File: src/rtl/bcd_display_if.sv
// bcd_display_if: ALU result bus from the producer to the display scanner, plus the
// scanner's ack and display drive.
interface bcd_display_if;
    logic       load;
    logic [3:0] dec_bin;
    logic [3:0] unis_bin;
    logic       zero;
    logic       error;
    logic       load_ack;
    logic [6:0] seg;
    logic [1:0] dig_en;

    modport master (
        output load, dec_bin, unis_bin, zero, error,
        input  load_ack, seg, dig_en
    );

    modport slave (
        input  load, dec_bin, unis_bin, zero, error,
        output load_ack, seg, dig_en
    );
endinterface

File: src/rtl/bcd_display_scanner.sv
// bcd_display_scanner: holds the last ALU result and time-multiplexes it onto a
// 2-digit 7-segment display, with error, invalid-digit and leading-zero rendering.
module bcd_display_scanner #(
    parameter int REFRESH_DIV    = 1000,
    parameter bit SEG_ACTIVE_LOW = 1'b0,
    parameter bit BLANK_LEADING  = 1'b1
) (
    input logic          clk,
    input logic          rst_n,
    bcd_display_if.slave bus
);
    localparam int CW = $clog2(REFRESH_DIV);
    localparam logic [1:0] S_IDLE   = 2'd0;
    localparam logic [1:0] S_SCAN_U = 2'd1;
    localparam logic [1:0] S_SCAN_T = 2'd2;
    localparam logic [CW-1:0] CNT_LAST = CW'(REFRESH_DIV - 1);
    localparam logic [6:0] SEG_MASK = {7{SEG_ACTIVE_LOW}};

    logic [1:0]    r_state;
    logic [CW-1:0] r_cnt;
    logic [3:0]    r_dec;
    logic [3:0]    r_unis;
    logic          r_zero;
    logic          r_error;
    logic          r_ack;
    logic [6:0]    r_seg;
    logic [1:0]    r_dig;
    logic          w_tens;
    logic [3:0]    w_digit;
    logic [6:0]    w_glyph;
    logic [6:0]    w_seg;

    function automatic logic [6:0] dec7(input logic [3:0] d);
        case (d)
            4'd0:    dec7 = 7'h3F;
            4'd1:    dec7 = 7'h06;
            4'd2:    dec7 = 7'h5B;
            4'd3:    dec7 = 7'h4F;
            4'd4:    dec7 = 7'h66;
            4'd5:    dec7 = 7'h6D;
            4'd6:    dec7 = 7'h7D;
            4'd7:    dec7 = 7'h07;
            4'd8:    dec7 = 7'h7F;
            4'd9:    dec7 = 7'h6F;
            default: dec7 = 7'h40;
        endcase
    endfunction

    // Glyph for the slot currently active; registered below so seg and dig_en flip together
    always_comb begin
        w_tens  = r_state == S_SCAN_T;
        w_digit = w_tens ? r_dec : r_unis;
        w_glyph = r_error ? (w_tens ? 7'h79 : 7'h50)
                : (w_digit > 4'd9) ? 7'h40
                : r_zero ? (w_tens ? 7'h00 : 7'h3F)
                : (w_tens && BLANK_LEADING && w_digit == 4'd0) ? 7'h00
                : dec7(w_digit);
        w_seg   = (r_state == S_IDLE ? 7'h00 : w_glyph) ^ SEG_MASK;
    end

    always_ff @(posedge clk) begin
        if (!rst_n) begin
            r_state <= S_IDLE;
            r_cnt   <= '0;
            r_dec   <= '0;
            r_unis  <= '0;
            r_zero  <= 1'b0;
            r_error <= 1'b0;
            r_ack   <= 1'b0;
            r_seg   <= SEG_MASK;
            r_dig   <= 2'b00;
        end else begin
            r_ack <= bus.load;
            if (bus.load) begin
                r_dec   <= bus.dec_bin;
                r_unis  <= bus.unis_bin;
                r_zero  <= bus.zero;
                r_error <= bus.error;
            end
            r_seg <= w_seg;
            r_dig <= (r_state == S_IDLE) ? 2'b00 : {w_tens, ~w_tens};
            // A reload while scanning leaves the slot timing untouched
            if (r_state == S_IDLE) begin
                if (bus.load) r_state <= S_SCAN_U;
            end else if (r_cnt == CNT_LAST) begin
                r_cnt   <= '0;
                r_state <= w_tens ? S_SCAN_U : S_SCAN_T;
            end else begin
                r_cnt <= r_cnt + 1'b1;
            end
        end
    end

    assign bus.load_ack = r_ack;
    assign bus.seg      = r_seg;
    assign bus.dig_en   = r_dig;
endmodule

File: src/flat_wrapper.sv
// flat-port wrapper written by rule: the top's interface ports become plain ports
module bcd_display_scanner_flat 
#(
    parameter int REFRESH_DIV    = 1000,
    parameter bit SEG_ACTIVE_LOW = 1'b0,
    parameter bit BLANK_LEADING  = 1'b1
)
  (clk, rst_n, bus_load, bus_dec_bin, bus_unis_bin, bus_zero, bus_error, bus_load_ack, bus_seg, bus_dig_en);
  bcd_display_if bus_i ();
  input logic clk;
  input logic rst_n;
  input wire logic [$bits(bus_i.load)-1:0] bus_load;
  input wire logic [$bits(bus_i.dec_bin)-1:0] bus_dec_bin;
  input wire logic [$bits(bus_i.unis_bin)-1:0] bus_unis_bin;
  input wire logic [$bits(bus_i.zero)-1:0] bus_zero;
  input wire logic [$bits(bus_i.error)-1:0] bus_error;
  output wire logic [$bits(bus_i.load_ack)-1:0] bus_load_ack;
  output wire logic [$bits(bus_i.seg)-1:0] bus_seg;
  output wire logic [$bits(bus_i.dig_en)-1:0] bus_dig_en;
  assign bus_i.load = bus_load;
  assign bus_i.dec_bin = bus_dec_bin;
  assign bus_i.unis_bin = bus_unis_bin;
  assign bus_i.zero = bus_zero;
  assign bus_i.error = bus_error;
  assign bus_load_ack = bus_i.load_ack;
  assign bus_seg = bus_i.seg;
  assign bus_dig_en = bus_i.dig_en;
  bcd_display_scanner #(.REFRESH_DIV(REFRESH_DIV), .SEG_ACTIVE_LOW(SEG_ACTIVE_LOW), .BLANK_LEADING(BLANK_LEADING)) u_core (.clk(clk), .rst_n(rst_n), .bus(bus_i));
endmodule
File: config.mk
export PLATFORM = sky130hd
export DESIGN_NAME = bcd_display_scanner_flat
export DESIGN_NICKNAME = d
export VERILOG_FILES = /design/src/rtl/bcd_display_if.sv /design/src/rtl/bcd_display_scanner.sv /design/src/flat_wrapper.sv
export SDC_FILE = /design/constraint.sdc
export NUM_CORES = 1
export LEC_CHECK = 0
export ABC_CLOCK_PERIOD_IN_PS = 5100
export CAP_MARGIN = 0
export CORE_MARGIN = 4
export CORE_UTILIZATION = 50
export DETAILED_ROUTE_END_ITERATION = 8
export GPL_TIMING_DRIVEN = 0
export PLACE_DENSITY = 0.76
export SYNTH_ARGS = -nofsm -noshare
export SYNTH_HDL_FRONTEND = slang
export SYNTH_SLANG_ARGS = --single-unit
File: constraint.sdc
create_clock -name clk -period 5.1 [get_ports clk]
set_clock_uncertainty 0.15 [all_clocks]
set_input_delay 1.02 -clock clk [delete_from_list [all_inputs] [get_ports clk]]
set_output_delay 1.02 -clock clk [all_outputs]
set_load 0.02 [all_outputs]
=== Word-level counts from Yosys, hierarchy flattened ===
Memory sizes are Yosys's and may differ from the RTL's.
Cells that the tools add are included.
Widths: inputs -> output; s select.

* Muxes and demuxes: 12
* Bitwise logic cells: 2
* Magnitude comparators: 1
* Multiply operators: 0
* Shift-type cells: 0
* Add/sub/neg operators: 1
* Div/mod/pow operators: 0
* Reductions and logical operators: 6
* Equal/unequal tests: 3

{| class="wikitable"
|+ Operators by type and width
! operator !! number
|-
| $mux 7 || 4
|-
| $mux 6 || 2
|-
| $add 10x1->10 const B || 1
|-
| $eq 10x10->1 const B || 1
|-
| $mux 10 || 1
|-
| $mux 2 || 4
|-
| $gt 4x4->1 const B || 1
|-
| $logic_not 4->1 || 1
|-
| $mux 4 || 1
|-
| $eq 2x2->1 const B || 1
|-
| $logic_not 2->1 || 1
|-
| $ne 2x2->1 const B || 1
|-
| $not 1->1 || 2
|-
| $reduce_and 2->1 || 1
|-
| $reduce_bool 2->1 || 1
|-
| $reduce_or 2->1 || 1
|-
| $logic_and 1x1->1 || 1
|}

* Bits in registers: 32
* Output and inout port bits: 10
* Memories: 1
* Memory bits (read-only): 112
* Memory bits (writable): 0
* Logic and storage cells: 35
* Latch bits: 0

{| class="wikitable"
|+ Memories
! memory !! words !! width !! read ports !! clocked after memory_dff !! write ports !! line !! source
|-
| (no name shown) || 16 || 7 || 1 || 0 || 0 || bcd_display_scanner.sv:34 || <nowiki>case (d)</nowiki>
|}

=== Longest topological paths before layout ===
* Word-level depth: 8
* Depth in mapped cells: 11
* Depth with buffers taken out: 10

=== Worst setup path after synthesis ===
No wires, ideal clock.

* Path kind: reg2reg
* Start: reg u_core.r_state[0]
* End: reg u_core.r_seg[4] (netlist: u_core.bus.seg[4])
* Required time: 4.822 ns
* Clock period less this slack: 2.023 ns
* Stages on the path, launching flop included: 11
* Setup slack: 3.077 ns
* Arrival time: 1.745 ns
* Library setup time: 0.128 ns
* Cells stage by stage: dfxtp_1 > nand2b_4 > buf_6 > mux2_4 > inv_1 > ha_1 > nor3_1 > a21oi_1 > nor3_1 > nor4_1 > a211oi_1

* Longest elaborated chain between the ends: 8
* Elaborated cells between the ends (all ways): 13
* Classes of those cells: 1 x order compare; 1 x eq/ne; 6 x mux; 4 x reduce/logical; 1 x memory

{| class="wikitable"
|+ Ends and longest elaborated chain
! element !! line !! source
|-
| start: declaration || bcd_display_scanner.sv:19 || <nowiki>logic [1:0] r_state;</nowiki>
|-
| start signal: assignment || bcd_display_scanner.sv:87 || <nowiki>r_state <= w_tens ? S_SCAN_U : S_SCAN_T;</nowiki>
|-
| parallel branches: the longest is 8 deep, another holds $mem_v2 16x7 || -- ||
|-
| end signal: assignment || bcd_display_scanner.sv:80 || <nowiki>r_seg <= w_seg;</nowiki>
|-
| end: declaration || bcd_display_scanner.sv:26 || <nowiki>logic [6:0] r_seg;</nowiki>
|}

Parallel ways; which one is timed is not known.
A chain may end at the register's enable or synchronous reset.

=== Worst setup path after layout ===
* Start: reg u_core.r_dig[0] (netlist: u_core.bus.dig_en[0])
* End: out bus_dig_en[0]

{| class="wikitable"
|+ RTL lines
! element !! line !! source
|-
| start: declaration || bcd_display_scanner.sv:27 || <nowiki>logic [1:0] r_dig;</nowiki>
|-
| start signal: assignment || bcd_display_scanner.sv:81 || <nowiki>r_dig <= (r_state == S_IDLE) ? 2'b00 : {w_tens, ~w_tens};</nowiki>
|-
| end: declaration || flat_wrapper.sv:19 || <nowiki>output wire logic [$bits(bus_i.dig_en)-1:0] bus_dig_en;</nowiki>
|}

No word-level cell between the ends.

==> flow_metrics.tcl <==
set metrics [dict create \
    clkLatencyLatePin_ns 0.33 \
    required_ns 3.93 \
    core_area_um2 3080 \
    powerDensity_nw_per_um2 260 \
    max_slew_margin_pct 69.1 \
    avgSynthCellArea_um2 9.10 \
    die_h_um 64.9 \
    hold_end "u_core.r_cnt[1]" \
    vias_per_cell 5.04 \
    grt_antenna_before_repair 0 \
    ctsRootBufferMaster "clkbuf_4" \
    worstMarginPinSlew_ns 0.457 \
    num_antenna_cells 0 \
    dp_hpwl_mm 2.44 \
    cap_violations 0 \
    ant_nets 0 \
    vias 1264 \
    drc 0 \
    setup_tns_ns 0 \
    max_freq_ghz 0.414 \
    worstPathCellList "clkdlybuf4s50_1" \
    clkSlewWorstSetupHoldPaths_ns 0.10 \
    crit_type "reg2out" \
    yosysSeqAreaShare_pct 39.5 \
    holdCritPathClass "reg2reg" \
    hold_ws_ns 0.342 \
    synth_nets 198 \
    cp_top_family "buffers and inverters" \
    cts_max_level 2 \
    finalNetCount 227 \
    synth_edf_count 0 \
    syn_inst 178 \
    p_total_mw 0.510 \
    drive_gt1_share_pct 12.1 \
    synthArstFlopShare_pct 0 \
    fin_util_pct 63.7 \
    cts_sinks 32 \
    whs_path_depth 2 \
    initial_core_util_pct 52.6 \
    hold_violations 0 \
    status "finished clean" \
    grt_pass1_vias 1283 \
    die_area_um2 4220 \
    grt_max_degree 11 \
    areaGrowthSynthToFinish_pct 21.0 \
    hp-start "u_core.r_cnt[1]" \
    r2r_cells 10 \
    wl_mm 3.18 \
    cts_tree "done" \
    cp-start-kind "register" \
    drt_iter0_markers 31 \
    period_share_pct 47.4 \
    endpoint_kind "output pin" \
    irDropWorstVdd_mv 0.191 \
    worstPathArrival_ns 1.24 \
    cts_resized 0 \
    routedWlPerCell_um 12.7 \
    cts_setup_buffers 0 \
    rrSetupSlack_ns 2.76 \
    overflow 0 \
    critical_path.max_fanout 1 \
    ys_seq_elements 32 \
    critical_path_buf_inv_count 1 \
    io-pin-count 23 \
    dp.cells 244 \
    slew_violations 0 \
    period_needed_ns 2.41 \
    synthDistinctLibCells 40 \
    drt-pass1-iter-count 4 \
    cts_buffers 5 \
    crit_start "u_core.bus.dig_en[0]" \
    rr_endpoint "u_core.bus.seg[4]" \
    cts_hold_buffers 0 \
    clk_path_buf_depth 2 \
    grt_pass1_wl_mm 5.42 \
    cpPeakStageDelay_ns 0.60 \
    syn_area_um2 1620 \
    routabilityCongestion 0.822 \
    finalNonFillerCells 251 \
    grt.total_usage_pct 17.0 \
    placementRows 20 \
    fillers 274 \
    portBuffers 22 \
    die_x_um 64.9 \
    r2r-start "u_core.r_state[0]" \
    rsz0062_at_grt "false" \
    crit_path_top_delay_cell "clkdlybuf4s50_1" \
    yosys_warnings 0 \
    setup_viol 0 \
    yosys_most_used_dff "dfxtp_1" \
    leakage_nw 0.785 \
]
-- logic make-up (layout without fill, tap and decap cells) --
family / after synthesis / after routing / synth area share (%)
simple gates: 74 / 74 / 23.8
mux: 16 / 16 / 10.6
compound gates: 30 / 30 / 12.8
fa+ha+maj: 7 / 7 / 5.41
xor+xnor: 9 / 9 / 4.86
buf+inv: 10 / 39 / 3.01
flops: 32 / 32 / 39.5
-- sequential cells by signal (all words and copies together), names as in the netlist --
register and cells:
u_core.r_error 1, u_core.bus.load_ack 1, u_core.r_cnt 10, u_core.r_dec 4
u_core.bus.seg 7, u_core.r_unis 4, u_core.bus.dig_en 2, u_core.r_state 2
u_core.r_zero 1
-- per-layer routing --
metal,GRT usage [%],share of wire (%),vias up
li1,-,-,665
met1,18.4,47,569
met2,30.1,48,25
met3,4.51,4.2,5
met4,8.71,1.5,0
met5,0,0,-
-- cell usage in the layout (no fill, tap or decap), drive strengths merged, types with 3 or more instances in the layout --
cell type / instances
a211oi: 3
a21oi: 13
and2: 4
buf: 4
clkbuf: 10
clkdlybuf4s50: 22
dfxtp: 32
ha: 7
inv: 3
mux2: 3
mux2i: 13
nand2: 16
nand4: 6
nor2: 19
nor2b: 12
nor3: 5
o21ai: 6
xnor2: 4
xor2: 5
-- power breakdown --
group	leakage, nW	total [mW]	switching [mW]	internal [mW]
clock	0.0374	0.159	0.0811	0.0781
sequential	0.262	0.270	0.00887	0.261
combinational	0.485	0.0805	0.0394	0.0410
-- worst min-delay path: stages, from the launching register on --
cell      delay, ns
dfxtp_1        0.34
nand2_1        0.05
a21boi_0       0.06
-- area by class of cell --
class | instances | area, um2 | share of cell area (%)
clock buffers | 7 | 65.1 | 3.32
repair buffers | 22 | 220 | 11.2
well taps | 44 | 55.1 | 2.81
inverters | 3 | 11.3 | 0.574
flip-flops and latches | 32 | 641 | 32.7
multi-input cells | 136 | 931 | 47.5
plain buffers | 7 | 37.5 | 1.91
-- through the flow --
step	area [um2]	setup WS (ns)
floorplan	1620	3.08
global placement	1900	2.58
detailed placement	1900	2.57
CTS	1960	2.66
global route	1960	2.55
finish	1960	2.69
-- cell usage after synthesis (2+ instances only) --
master	number	area (um2)
o21ai_0	4	20.0
mux2i_1	13	130
xnor2_1	4	35.0
a211oi_1	3	22.5
clkbuf_1	3	11.3
nor3_1	5	25.0
nand2_1	15	56.3
and2_1	4	25.0
dfxtp_1	32	641
nand3b_1	2	15.0
nand3_1	2	10.0
buf_2	3	15.0
nand4_1	6	37.5
nor2_1	19	71.3
ha_1	7	87.6
mux2_4	2	30.0
or2_2	2	12.5
nor2b_1	12	75.1
inv_1	3	11.3
xor2_1	5	43.8
a21oi_1	13	65.1
-- worst max-delay path by stage --
stage,end,slack [ns],cells after the start
2_1_floorplan,u_core.bus.seg[4],3.08,10
3_3_place_gp,u_core.r_state[0],2.58,5
3_5_place_dp,u_core.r_state[0],2.57,5
4_1_cts,bus_seg[3],2.66,1
5_1_grt,u_core.bus.seg[4],2.55,10
6_report,bus_dig_en[0],2.69,1
No activity file was read; power rests on OpenSTA's default activity.
==> variant 1: new RTL, config.mk and constraints unchanged <==
Reset style: asynchronous (`rst_n`), changed in one clocked block.
--- a/src/rtl/bcd_display_scanner.sv
+++ b/src/rtl/bcd_display_scanner.sv
@@ -58,7 +58,7 @@
         w_seg   = (r_state == S_IDLE ? 7'h00 : w_glyph) ^ SEG_MASK;
     end
 
-    always_ff @(posedge clk) begin
+    always_ff @(posedge clk or negedge rst_n) begin
         if (!rst_n) begin
             r_state <= S_IDLE;
             r_cnt   <= '0;
Check against the original RTL: differs if rst_n is asserted again (counterexample within 4 cycles, from zero or initial values and one cycle with rst_n low); with rst_n held inactive, the same outputs for 10 cycles.
==> variant 1 against the original RTL <==
Critical path depth up 10. Final area grew 6.0%. Worst hold slack improved by 55 ps. Maximum frequency shrank 16%. Global-route usage increased by 2.7 points. Setup slack got worse by 450 ps. Area after synthesis up 7.6%. Routed wire length grew 14%. Sequential cell count is the same. Largest cell class unchanged.
Power is not compared: it rests on default switching activity, and its combinational part moved more than twofold at a synthesized area within 25%.
==> variant 1: results <==
{
  "routabilityCongestion": 0.8779,
  "worst_skew_pair.late_latency_ps": 340,
  "post_cts.repair.setup_buffers": 0,
  "num_antenna_cells": 0,
  "synth_xor_xnor_area_share_pct": 3.515,
  "syn-mean-instance-area_um2": 10.02,
  "cts.path.max_buffers": 2,
  "wire_per_inst_um": 14.49,
  "synthesized_netlist_net_count": 194,
  "pg_clk_uw": 152,
  "ys_async_sr_fraction_pct": 100.0,
  "postPlaceCellArea_mm2": 0.002022,
  "slew_headroom_pct": 49.62,
  "num-nets-final": 223,
  "wire_length_of_the_first_global_routing_pass_um": 6561,
  "crit_path_max_fanout": 10,
  "ctsRootBufferMaster": "sky130_fd_sc_hd__clkbuf_4",
  "grt_use_total_pct": 19.69,
  "cts-hold-fix-buffers": 0,
  "status": "completed",
  "final_core_util_pct": 61.79,
  "synth.area.top_cells": "sky130_fd_sc_hd__dfrtp_1, sky130_fd_sc_hd__ha_1, sky130_fd_sc_hd__mux2_2",
  "drive_gt1_share_pct": 12.75,
  "hold-path-cell-count": 1,
  "post_synth_mux_area_share_pct": 8.537,
  "yosys.cell_types.count": 43,
  "synthTopCellsByCount": "sky130_fd_sc_hd__dfrtp_1, sky130_fd_sc_hd__nor2_1, sky130_fd_sc_hd__nand2_1, sky130_fd_sc_hd__o21ai_0, sky130_fd_sc_hd__a21oi_1",
  "power_sequential_uw": 336,
  "layout.cells.non_filler": 250,
  "antenna_found_initial": 0,
  "drt_first_iter_violations": 51,
  "initial_drt_pass_iterations": 4,
  "switching_share_of_power_pct": 33.45,
  "critical_path_arrival_ps": 2960,
  "compound_gate_fraction_of_synth_area_pct": 15.64,
  "rr_worst_depth": 11,
  "power.static_leakage_nw": 0.8653,
  "placement.setup.worst_slack_ps": 2241,
  "dr_total_vias": 1394,
  "synth-adder-area-share_pct": 5.022,
  "yosysSeqAreaShare_pct": 45.91,
  "detailed_place_hpwl_um": 2647,
  "power-per-cell-area_mw_per_mm2": 322.8,
  "post_cts_resized": 0,
  "dpl.cell_count": 242,
  "grt_start_max_net_pins": 33
}
-- variant 1: changes by cell type in the layout (fill, tap and decap cells not counted), sizes merged, moves of 6 or more --
| cell | change |
|---|---|
| dfrtp | +32 |
| dfxtp | -32 |
| mux2i | -9 |
| nor2b | -11 |
| mux2 | +6 |
-- variant 1: worst paths after layout --
kind	start	to	slack [ps]
max in group asynchronous	rst_n	u_core.r_cnt[5]	3780
min in group asynchronous	rst_n	u_core.bus.seg[5]	570
hold / removal	u_core.r_cnt[2]	u_core.r_cnt[2]	400
setup reg to reg	u_core.r_state[1]	u_core.bus.seg[3]	2240
setup / recovery	u_core.r_state[1]	u_core.bus.seg[3]	2240
hold reg to reg	u_core.r_cnt[2]	u_core.r_cnt[2]	400
-- variant 1: metal layers --
layer	part of all wire, %	vias up	track usage (%)
met5	0	-	0
met4	3.0	0	13.67
met3	4.8	13	4.047
met2	50	42	32.88
met1	42	666	22.15
li1	-	673	-
-- variant 1: cell type report --
cell class                 count  area (um^2)
multi-input combinational    125        860.8
buffer                         9        50.05
tap                           46        57.56
timing repair buffer          22        215.2
clock inverter                 2        10.01
clock buffer                   6        51.30
sequential                    32        800.8
inverter                       8        32.53
fill                         293         1285
-- variant 1: worst max-delay path, cell delays in order (launching register included) --
cell                       delay [ps]
sky130_fd_sc_hd__dfrtp_1          480
sky130_fd_sc_hd__nand2b_1         110
sky130_fd_sc_hd__buf_6            160
sky130_fd_sc_hd__inv_4            100
sky130_fd_sc_hd__buf_6            150
sky130_fd_sc_hd__mux2i_1          380
sky130_fd_sc_hd__inv_1            150
sky130_fd_sc_hd__ha_1             230
sky130_fd_sc_hd__or3_1            350
sky130_fd_sc_hd__a31oi_1          240
sky130_fd_sc_hd__nor2_1            80
sky130_fd_sc_hd__o31ai_1          190
==> variant 2: new RTL, same flow settings <==
Made on the original files. `BLANK_LEADING` is set to 1'b1 in 2 places; all go to 1'b0.
--- a/src/rtl/bcd_display_scanner.sv
+++ b/src/rtl/bcd_display_scanner.sv
@@ -3,7 +3,7 @@
 module bcd_display_scanner #(
     parameter int REFRESH_DIV    = 1000,
     parameter bit SEG_ACTIVE_LOW = 1'b0,
-    parameter bit BLANK_LEADING  = 1'b1
+    parameter bit BLANK_LEADING  = 1'b0
 ) (
     input logic          clk,
     input logic          rst_n,
--- a/src/flat_wrapper.sv
+++ b/src/flat_wrapper.sv
@@ -3,7 +3,7 @@
 #(
     parameter int REFRESH_DIV    = 1000,
     parameter bit SEG_ACTIVE_LOW = 1'b0,
-    parameter bit BLANK_LEADING  = 1'b1
+    parameter bit BLANK_LEADING  = 1'b0
 )
   (clk, rst_n, bus_load, bus_dec_bin, bus_unis_bin, bus_zero, bus_error, bus_load_ack, bus_seg, bus_dig_en);
   bcd_display_if bus_i ();
Check against the original RTL: same outputs for any inputs over 10 cycles, from zero or initial values and one cycle with rst_n low; that may be too few to reach the edited logic, so the function may still have changed.
==> variant 2 against the original RTL <==
Synthesized cell count fell by 6.7%. Power is 3.3% lower. Final area down 2.7%. Routed wire length fell by 2.5%. Sequential cell count did not move. Area after synthesis decreased by 3.1%. Setup slack improved by 6.8 ps. Sequential share of layout area up 0.92 points. Via count grew 1.0%. Final cell count down 4.4%. Critical endpoint unchanged.
==> variant 2: results <==
{
  "top_cell_family_by_delay_on_the_critical_path": "buffers and inverters",
  "wire_length_of_the_first_global_routing_pass_um": 5430,
  "status": "completed",
  "detailed_place_hpwl_um": 2353,
  "drt_first_iter_violations": 88,
  "placement.setup.worst_slack_ps": 2455,
  "grt_use_total_pct": 16.81,
  "yosys.cell_types.count": 46,
  "synth_flop_cell": "sky130_fd_sc_hd__dfxtp_1",
  "yosysSeqAreaShare_pct": 40.80,
  "slew_headroom_pct": 62.79,
  "post_cts_resized": 0,
  "drive_gt1_share_pct": 11.22,
  "power.static_leakage_nw": 0.7512,
  "num_antenna_cells": 0,
  "layout.cells.non_filler": 240,
  "antenna_found_initial": 0,
  "max_cap_viol_count": 0,
  "yosys_warnings": 0,
  "numCtsBuffers": 5,
  "rr_worst_depth": 9,
  "synth.area.top_cells": "sky130_fd_sc_hd__dfxtp_1, sky130_fd_sc_hd__mux2i_1, sky130_fd_sc_hd__nor2b_1",
  "wire_per_inst_um": 12.91,
  "dr_total_vias": 1277,
  "htreeDepth": 2,
  "synth_cells": 166,
  "routabilityCongestion": 0.8926,
  "synthesized_netlist_net_count": 181,
  "port_buffers": 22,
  "dpl.cell_count": 232,
  "num-nets-final": 210,
  "synthTopCellsByCount": "sky130_fd_sc_hd__dfxtp_1, sky130_fd_sc_hd__nor2_1, sky130_fd_sc_hd__mux2i_1, sky130_fd_sc_hd__nor2b_1, sky130_fd_sc_hd__a21oi_1",
  "critical_path_arrival_ps": 1240,
  "worst_ir_drop_vdd_uv": 156.8,
  "worst_skew_pair.late_latency_ps": 320,
  "initial_drt_pass_iterations": 4
}
variant 2: changes by cell type in the layout (fill, tap and decap cells not counted), moves of 4 or more:
| cell | unedited run | this run |
|---|---|---|
| sky130_fd_sc_hd__nor3_1 | 5 | 1 |
| sky130_fd_sc_hd__nand2_1 | 15 | 8 |
| sky130_fd_sc_hd__nor2_1 | 19 | 15 |
| sky130_fd_sc_hd__ha_1 | 7 | 2 |
| sky130_fd_sc_hd__nand3_1 | 2 | 6 |
| sky130_fd_sc_hd__nand4_1 | 6 | 1 |
variant 2: through the flow:
step | util, % | instance area, um^2 | total power, mW | hold slack, ps
2_1_floorplan | - | 1570 | 0.3216 | 321.3
3_3_place_gp | 60.95 | 1846 | 0.3479 | 338.2
3_5_place_dp | 60.95 | 1846 | 0.3503 | 346.5
4_1_cts | 62.98 | 1907 | 0.5010 | 360.8
5_1_grt | 62.98 | 1907 | 0.5226 | 408.0
6_report | 62.98 | 1907 | 0.4929 | 360.9
variant 2: logic make-up (layout without fill, tap and decap cells):
| group | Yosys count | count (layout) | share of synthesized area [%] |
|---|---|---|---|
| flip-flops | 32 | 32 | 40.80 |
| AND/OR/NAND/NOR | 62 | 62 | 23.11 |
| multiplexers | 16 | 16 | 12.43 |
| adder cells (fa/ha/maj) | 2 | 2 | 1.593 |
| AO/OA/AOI/OAI | 36 | 36 | 14.50 |
| buffers and inverters | 10 | 40 | 3.107 |
| XOR/XNOR | 8 | 8 | 4.462 |
variant 2: per-layer routing:
metal  global-route usage (%)  share of wire (%)  vias up
li1                         -                  -      648
met1                    18.73                 46      593
met2                    29.16                 49       34
met3                    6.854                4.5        2
met4                    4.852               0.26        0
met5                        0                  0        -
variant 2: layout make-up:
type | count | area, um^2
Clock buffer | 6 | 51.30
Sequential cell | 32 | 640.6
Inverter | 4 | 15.01
Tap cell | 44 | 55.05
Fill cell | 257 | 1121
Buffer | 6 | 33.78
Multi-Input combinational cell | 124 | 880.8
Timing Repair Buffer | 22 | 220.2
Clock inverter | 2 | 10.01
variant 2: power breakdown:
group	internal (mW)	switching (mW)	leakage [nW]
Sequential	0.261	0.0100	0.262
Clock	0.0655	0.0824	0.0380
Combinational	0.0385	0.0357	0.451
variant 2: worst paths after layout:
path / slack, ps / end
setup / recovery: 2690 / bus_dig_en[0]
hold / removal: 360 / u_core.r_cnt[1]
setup reg to reg: 2850 / u_core.bus.seg[3]
hold reg to reg: 360 / u_core.r_cnt[1]
variant 2: worst register-to-register path, delay by kind of cell (launching register included):
| kind | cells | cell delay, ps |
|---|---|---|
| AOI/OAI and AO/OA | 4 | 710 |
| buffers and inverters | 2 | 250 |
| DFF | 1 | 350 |
| adders and majority gates | 1 | 180 |
| muxes | 1 | 330 |
| and+or+nand+nor | 1 | 180 |
